**config.mk**
```make
export PLATFORM = sky130hd
export DESIGN_NAME = fifo_wr_arbiter
export DESIGN_NICKNAME = d
export VERILOG_FILES = /design/src/rtl/fifo_wr_arbiter.sv
export SDC_FILE = /design/constraint.sdc
export NUM_CORES = 1
export LEC_CHECK = 0
export CAP_MARGIN = 25
export CORE_UTILIZATION = 38
export CTS_CLUSTER_DIAMETER = 120
export DETAILED_ROUTE_END_ITERATION = 8
export GPL_TIMING_DRIVEN = 1
export PLACE_DENSITY_LB_ADDON = 0.3
export SETUP_SLACK_MARGIN = 0.05
export SLEW_MARGIN = 15
export SYNTH_ARGS = -nofsm -noshare
export SYNTH_HDL_FRONTEND = slang
export SYNTH_SLANG_ARGS = --single-unit
```
**constraint.sdc**
```tcl
create_clock -name clk -period 1.81 [get_ports clk]
set_input_delay 0.4525 -clock clk [delete_from_list [all_inputs] [get_ports clk]]
set_output_delay 0.4525 -clock clk [all_outputs]
set_load 0.01 [all_outputs]
```
**src/rtl/fifo_wr_arbiter.sv**
```systemverilog
`default_nettype none
//============================================================================
// Module      : fifo_wr_arbiter
// Description : Round-robin arbiter sharing a single FIFO write port between
//               NUM_REQ valid/ready producers. One owner at a time is granted
//               for a burst of up to BURST_MAX beats. fifo_full stalls the
//               owner without releasing the grant.
// Ports       : clk        - rising-edge clock
//               rstN       - synchronous reset, active-low
//               req_valid  - per-requester data valid
//               req_data   - requester i data at [i*DATA_W +: DATA_W]
//               req_ready  - per-requester accept
//               fifo_full  - FIFO full flag
//               write_en   - FIFO write strobe
//               write_data - FIFO write data (owner's slice)
//               grant_id   - current owner
//               busy       - high while a grant is held
// Revision    : 1.0 - initial release
//============================================================================
module fifo_wr_arbiter #(
    parameter int NUM_REQ   = 4,
    parameter int DATA_W    = 4,
    parameter int BURST_MAX = 4,
    localparam int c_IDW    = (NUM_REQ > 1) ? $clog2(NUM_REQ) : 1
) (
    input  logic                      clk,
    input  logic                      rstN,
    input  logic [NUM_REQ-1:0]        req_valid,
    input  logic [NUM_REQ*DATA_W-1:0] req_data,
    output logic [NUM_REQ-1:0]        req_ready,
    input  logic                      fifo_full,
    output logic                      write_en,
    output logic [DATA_W-1:0]         write_data,
    output logic [c_IDW-1:0]          grant_id,
    output logic                      busy
);

    localparam int c_CNT_W = $clog2(BURST_MAX + 1);
    localparam logic [c_CNT_W-1:0] c_LAST_BEAT = c_CNT_W'(BURST_MAX - 1);
    localparam logic [c_IDW-1:0]   c_LAST_REQ  = c_IDW'(NUM_REQ - 1);

    typedef enum logic [0:0] {
        S_IDLE  = 1'b0,
        S_GRANT = 1'b1
    } state_t;

    state_t               r_state;
    state_t               w_state_next;
    logic [c_IDW-1:0]     r_owner;
    logic [c_IDW-1:0]     w_owner_next;
    logic [c_IDW-1:0]     r_last_owner;
    logic [c_IDW-1:0]     w_last_owner_next;
    logic [c_CNT_W-1:0]   r_beat_cnt;
    logic [c_CNT_W-1:0]   w_beat_cnt_next;

    logic                 w_any_found;
    logic [c_IDW-1:0]     w_any_idx;
    logic                 w_hi_found;
    logic [c_IDW-1:0]     w_hi_idx;
    logic [c_IDW-1:0]     w_pick_idx;
    logic                 w_owner_valid;
    logic [DATA_W-1:0]    w_owner_data;
    logic                 w_granted;
    logic                 w_active;

    // Round-robin pick: the lowest valid index above last_owner wins; if
    // there is none, wrap around to the lowest valid index overall. The
    // descending scan leaves the lowest matching index in each candidate.
    always_comb begin : p_pick
        w_any_found = 1'b0;
        w_any_idx   = '0;
        w_hi_found  = 1'b0;
        w_hi_idx    = '0;
        for (int i = NUM_REQ - 1; i >= 0; i--) begin
            if (req_valid[i]) begin
                w_any_found = 1'b1;
                w_any_idx   = c_IDW'(i);
                if (i > int'(r_last_owner)) begin
                    w_hi_found = 1'b1;
                    w_hi_idx   = c_IDW'(i);
                end
            end
        end
        w_pick_idx = w_hi_found ? w_hi_idx : w_any_idx;
    end

    // Owner's valid and data slice.
    always_comb begin : p_owner_mux
        w_owner_valid = 1'b0;
        w_owner_data  = '0;
        for (int i = 0; i < NUM_REQ; i++) begin
            if (r_owner == c_IDW'(i)) begin
                w_owner_valid = req_valid[i];
                w_owner_data  = req_data[i*DATA_W +: DATA_W];
            end
        end
    end

    // Outputs are forced inactive while reset is asserted, before the
    // registers have been cleared by the next edge.
    assign w_granted  = rstN && (r_state == S_GRANT);
    assign w_active   = w_granted && !fifo_full;
    assign write_en   = w_active && w_owner_valid;
    assign write_data = w_owner_data;
    assign grant_id   = r_owner;
    assign busy       = w_granted;

    for (genvar g = 0; g < NUM_REQ; g++) begin : g_ready
        assign req_ready[g] = w_active && (r_owner == c_IDW'(g));
    end

    // Next-state logic.
    always_comb begin : p_next
        w_state_next      = r_state;
        w_owner_next      = r_owner;
        w_last_owner_next = r_last_owner;
        w_beat_cnt_next   = r_beat_cnt;
        case (r_state)
            S_IDLE: begin
                if (w_any_found) begin
                    w_state_next    = S_GRANT;
                    w_owner_next    = w_pick_idx;
                    w_beat_cnt_next = '0;
                end
            end
            S_GRANT: begin
                if (!w_owner_valid) begin
                    // Owner withdrew: release without writing.
                    w_state_next      = S_IDLE;
                    w_last_owner_next = r_owner;
                end else if (write_en) begin
                    if (r_beat_cnt == c_LAST_BEAT) begin
                        w_state_next      = S_IDLE;
                        w_last_owner_next = r_owner;
                    end else begin
                        w_beat_cnt_next = r_beat_cnt + 1'b1;
                    end
                end
                // Otherwise fifo_full stalls: hold everything, keep grant.
            end
            default: begin
                w_state_next = S_IDLE;
            end
        endcase
    end

    always_ff @(posedge clk) begin : p_regs
        if (!rstN) begin
            r_state      <= S_IDLE;
            r_owner      <= '0;
            r_last_owner <= c_LAST_REQ;
            r_beat_cnt   <= '0;
        end else begin
            r_state      <= w_state_next;
            r_owner      <= w_owner_next;
            r_last_owner <= w_last_owner_next;
            r_beat_cnt   <= w_beat_cnt_next;
        end
    end

endmodule
`default_nettype wire

```
# ---- After elaboration in Yosys (flattened, before gate mapping)
# Cells that the tools add are included.
dict set report word_totals {
  regBits 8
  inputBits 23
  out_inout_bits 12
}
dict set report classes {
  add_sub_neg 1
  magnitude_cmp 3
  n_eq_ne 10
  mux 42
  bitwise 1
  n_reduce_logical 12
}
# operator n
set op_table {}
lappend op_table {{2-bit 2-to-1 mux} 14}
lappend op_table {{1-bit 2-to-1 mux} 18}
lappend op_table {{4-bit 2-to-1 mux} 4}
lappend op_table {{3-bit 2-to-1 mux} 4}
lappend op_table {{2-bit != test, second input constant} 4}
lappend op_table {{1-bit logical AND} 7}
lappend op_table {{3-bit one-hot mux with 2 select lines} 1}
lappend op_table {{2-bit equality test, second input constant} 2}
lappend op_table {{2-bit > comparator, first input constant} 2}
lappend op_table {{2-bit by 1-bit != test with 1-bit output, second input constant} 2}
lappend op_table {{4-bit AND reduction} 1}
lappend op_table {{3-bit by 1-bit adder with 3-bit output, second input constant} 1}
lappend op_table {{3-bit by 2-bit equality test with 1-bit output, second input constant} 1}
lappend op_table {{3-bit AND reduction} 1}
lappend op_table {{2-bit by 1-bit equality test with 1-bit output, second input constant} 1}
lappend op_table {{1-bit by 2-bit > comparator with 1-bit output, first input constant} 1}
lappend op_table {{2-bit logical NOT} 1}
lappend op_table {{1-bit one-hot mux with 2 select lines} 1}
lappend op_table {{2-bit AND reduction} 1}
lappend op_table {{1-bit logical NOT} 1}
lappend op_table {{1-bit inverter} 1}

# ---- Longest topological paths before layout
dict set report depth {
  ltp_word 9
  depth_mapped 6
  depth_no_buf 6
}

# ---- Worst setup path before layout
# Ideal clock, no wire load.
dict set report synth_path {
  path_type {input-to-output}
  from {in req_valid[1]}
  to {out write_en}
  arrival_ns 1.305
  required_time_ns 1.357
  setup_slack_ns 0.053
  path_stages 3
  path_buffers 1
  path_cell_list {buf_6 mux4_2 and2_2}
}
dict set report synth_via {
  elab_chain_len 4
}
# element line
set synth_lines {}
lappend synth_lines {{start: declaration} 28} ;# input logic [NUM_REQ-1:0] req_valid,
lappend synth_lines {{1-bit 2-to-1 mux (3 in a row)} 92} ;# if (r_owner == c_IDW'(i)) begin
lappend synth_lines {{1-bit logical AND} 103} ;# assign write_en = w_active && w_owner_valid;
lappend synth_lines {{end: declaration} 32} ;# output logic write_en,
# Every way passes these cells.

# ---- Final worst setup path
dict set report layout_path {
  from {reg r_owner[1], in the netlist grant_id[1]}
  to {out write_en}
}
dict set report layout_via {
  elab_chain_len 6
}
# element line
set layout_lines {}
lappend layout_lines {{start: declaration} 49} ;# logic [c_IDW-1:0] r_owner;
lappend layout_lines {{start signal: assignment} 155} ;# r_owner <= w_owner_next;
lappend layout_lines {{2-bit logical NOT} 92}
lappend layout_lines {{1-bit 2-to-1 mux (3 in a row)} 92}
lappend layout_lines {{1-bit 2-to-1 mux (*)} 92}
lappend layout_lines {{1-bit logical AND (*)} 103}
# Mark *: on every way between the ends. The rest lies on a longest branch, timed or not.

==> summary.txt <==
endpoints failing setup: 1
total power: 597 µW
area grow syn2layout: 62.5%
Initial Util: 42.5%
startpoint types: flip-flop
Fill cells: 141
Min Hold Slack: 481 ps
Async SR Flop Fraction: 0%
power per standard cell area: 554 nW/µm²
root buffer cell: clkbuf_4
first-pass GRT wire length: 2.79 mm
setup ws final: -8.87 ps
Top Ports: 35
Global Route Usage Sum: 19.3%
setup TNS: -8.87 ps
CP max FO: 2
CP bufs+invs: 1
Reg area: 163 µm²
number of flops mapped to enable cells by yosys: 0
average footprint of a synthesized cell: 8.96 µm²
Clock Latency Late Sink: 250 ps
Worst Tran Pin Value: 226 ps
unrepaired setup endpoints after global routing: true
CP Cell Sequence: mux4_2, and2_4, buf_6
CTS sink count: 8
end of the critical path: write_en
Clock Skews: 0.242 ps
die area: 1920 µm²
# DRC: 6
ANT cells: 0
number of hold buffers added after CTS: 0
HPWL Detailed: 1.38 mm
via count: 743
Seq/Total Area, Yosys: 24.2%
synthesized instance count: 74
H-tree Lvls: 1
register bit count reported by yosys: 8
TritonCTS clock tree: done
initial antenna violation count: 0
average vias per placed instance: 5.46
syn nets: 99
worst r2r path cells: 5
final hold vios: 0
Die Y: 43.8 µm
max cap viols: 0
area of the multi-input gates: 445 µm²
pins over their slew limit: 0
Max VDD drop: 452 µV
distinct cell type count after synthesis: 34
CTS clk-pin slew, worst paths: 50 ps
min Tclk post-route: 1820 ps
Worst Path Required: 1360 ps
family with the most delay on the worst path: multiplexers
# port buffers: 34
CP Depth: 3
Yosys warnings: 0
status: finished with violations
WL final: 1.73 mm
GRT Residual Overflow: 0
Max clock buf depth: 2
Synth Flop Type: dfxtp_1
relative slew slack: 84.9%
Placer Congestion: 0.809
Worst R2R End: r_beat_cnt[0]
CTS Buf Count: 3
Routed Antenna Nets: 0
CP max stage delay: 510 ps
reg-to-reg critical path startpoint: grant_id[1]
vias in the first global route: 691
Leak: 0.549 nW
reg2reg setup slack: 460 ps
DR iter-0 viols: 33
largest net degree at the start of global routing: 14
WS Path Type: reg2out
crit path DAT: 1370 ps
Final #Nets: 147
Fmax achieved: 550 MHz
failing checks: design-rule violations, negative setup slack
HP Class: reg2reg
average wire per standard cell: 12.7 µm
crit path capture type: output pin
CORE AREA: 1560 µm²
cell area after technology mapping: 663 µm²
placement row count: 14
layout cells sized above 1: 33.3%
Die X: 43.8 µm
Setup crit start: grant_id[1]
final critical-path share of the clock period: 100%
CP max-delay cell: mux4_2
drt first pass iters: 6
-- final cells by class --
cell class	count	area share (%)
multi-input cells	56	41.3
inverters	5	1.74
repair buffers	48	37.9
clock buffers	3	2.09
flip-flops and latches	8	15.1
well taps	16	1.86
-- worst register-to-register path, cell delays in order (launching register included) --
cell	delay, ps
dfxtp_2	340
mux4_2	510
buf_4	170
nand3b_4	100
nand4_1	90
o21ai_1	80
-- flip-flops by register name, indices dropped and copies added, names as in the netlist --
signal	count
grant_id	2
r_beat_cnt	3
r_last_owner	2
r_state	1
-- per-stage QoR --
| step | cells | worst slack, ps | instance area (µm²) | util, % |
|---|---|---|---|---|
| 2_1_floorplan | 74 | 52.8 | 663 | - |
| 3_3_place_gp | 131 | -681 | 1070 | 68.8 |
| 3_5_place_dp | 131 | -689 | 1070 | 68.8 |
| 4_1_cts | 135 | -16.1 | 1080 | 69.0 |
| 5_1_grt | 136 | -47.2 | 1080 | 69.1 |
| 6_report | 136 | -8.87 | 1080 | 69.1 |
-- synth_stat cells (2+ instances only) --
library cell | instances | area share, %
nand2b_1 | 3 | 2.8
nand3_1 | 5 | 3.8
mux4_2 | 5 | 17
nor2_1 | 5 | 2.8
and3_1 | 2 | 1.9
dfxtp_1 | 8 | 24
nand2_1 | 6 | 3.4
inv_1 | 5 | 2.8
nand4_1 | 3 | 2.8
mux2i_1 | 3 | 4.5
o21ai_0 | 4 | 3.0
ha_1 | 2 | 3.8
a21oi_1 | 2 | 1.5
-- kinds of logic (layout without fill, tap and decap cells) --
group	count (synthesis)	count (layout)	share of synthesized area [%]
and+or+nand+nor	31	31	26.8
muxes	8	8	21.5
adders and majority gates	2	2	3.77
AOI/OAI and AO/OA	15	15	14.7
buffers and inverters	10	56	9.06
DFF	8	8	24.2
-- power breakdown --
| part | total, mW | leakage, nW | internal (mW) | switching (mW) |
|---|---|---|---|---|
| Combinational | 0.258 | 0.469 | 0.152 | 0.106 |
| Sequential | 0.203 | 0.0663 | 0.190 | 0.0122 |
| Clock | 0.137 | 0.0138 | 0.0759 | 0.0607 |
-- layer usage --
metal  share of wire [%]  track usage, %  vias to the layer above
met1                  39            19.8                      341
met3                  14            5.42                        2
met5                   0               0                        -
li1                    -               -                      365
met2                  46            35.5                       35
met4                 1.0            9.38                        0
-- layout by cell type, fill, tap and decap left out, types with 2 or more instances in the layout --
cell type,netlist,final
a21oi_1,2,2
and3_1,2,2
buf_2,1,5
buf_4,1,11
buf_6,1,8
clkbuf_2,0,2
clkbuf_4,0,3
clkdlybuf4s15_1,0,3
dfxtp_1,8,6
dfxtp_2,0,2
dlygate4sd2_1,0,18
ha_1,2,2
inv_1,5,5
mux2i_1,3,3
mux4_2,5,5
nand2_1,6,6
nand2b_1,3,3
nand3_1,5,5
nand4_1,3,3
nor2_1,5,5
o21ai_0,4,4
-- worst min path at each step --
stage,from,end,slack (ps),depth (start not counted)
2_1_floorplan,r_beat_cnt[0],r_beat_cnt[0],440,1
3_3_place_gp,r_last_owner[0],r_last_owner[0],460,2
3_5_place_dp,r_beat_cnt[0],r_beat_cnt[0],470,1
4_1_cts,r_last_owner[0],r_last_owner[0],480,2
5_1_grt,r_last_owner[0],r_last_owner[0],510,2
6_report,r_last_owner[0],r_last_owner[0],480,2
-- timing repair --
item | CTS | global route
setup buffers | 1 | 1
setup endpoints to repair | 11 | 9
pin swaps | 3 | 1
resized for setup | 79 | 4
Power figures use the tool's default switching activity.
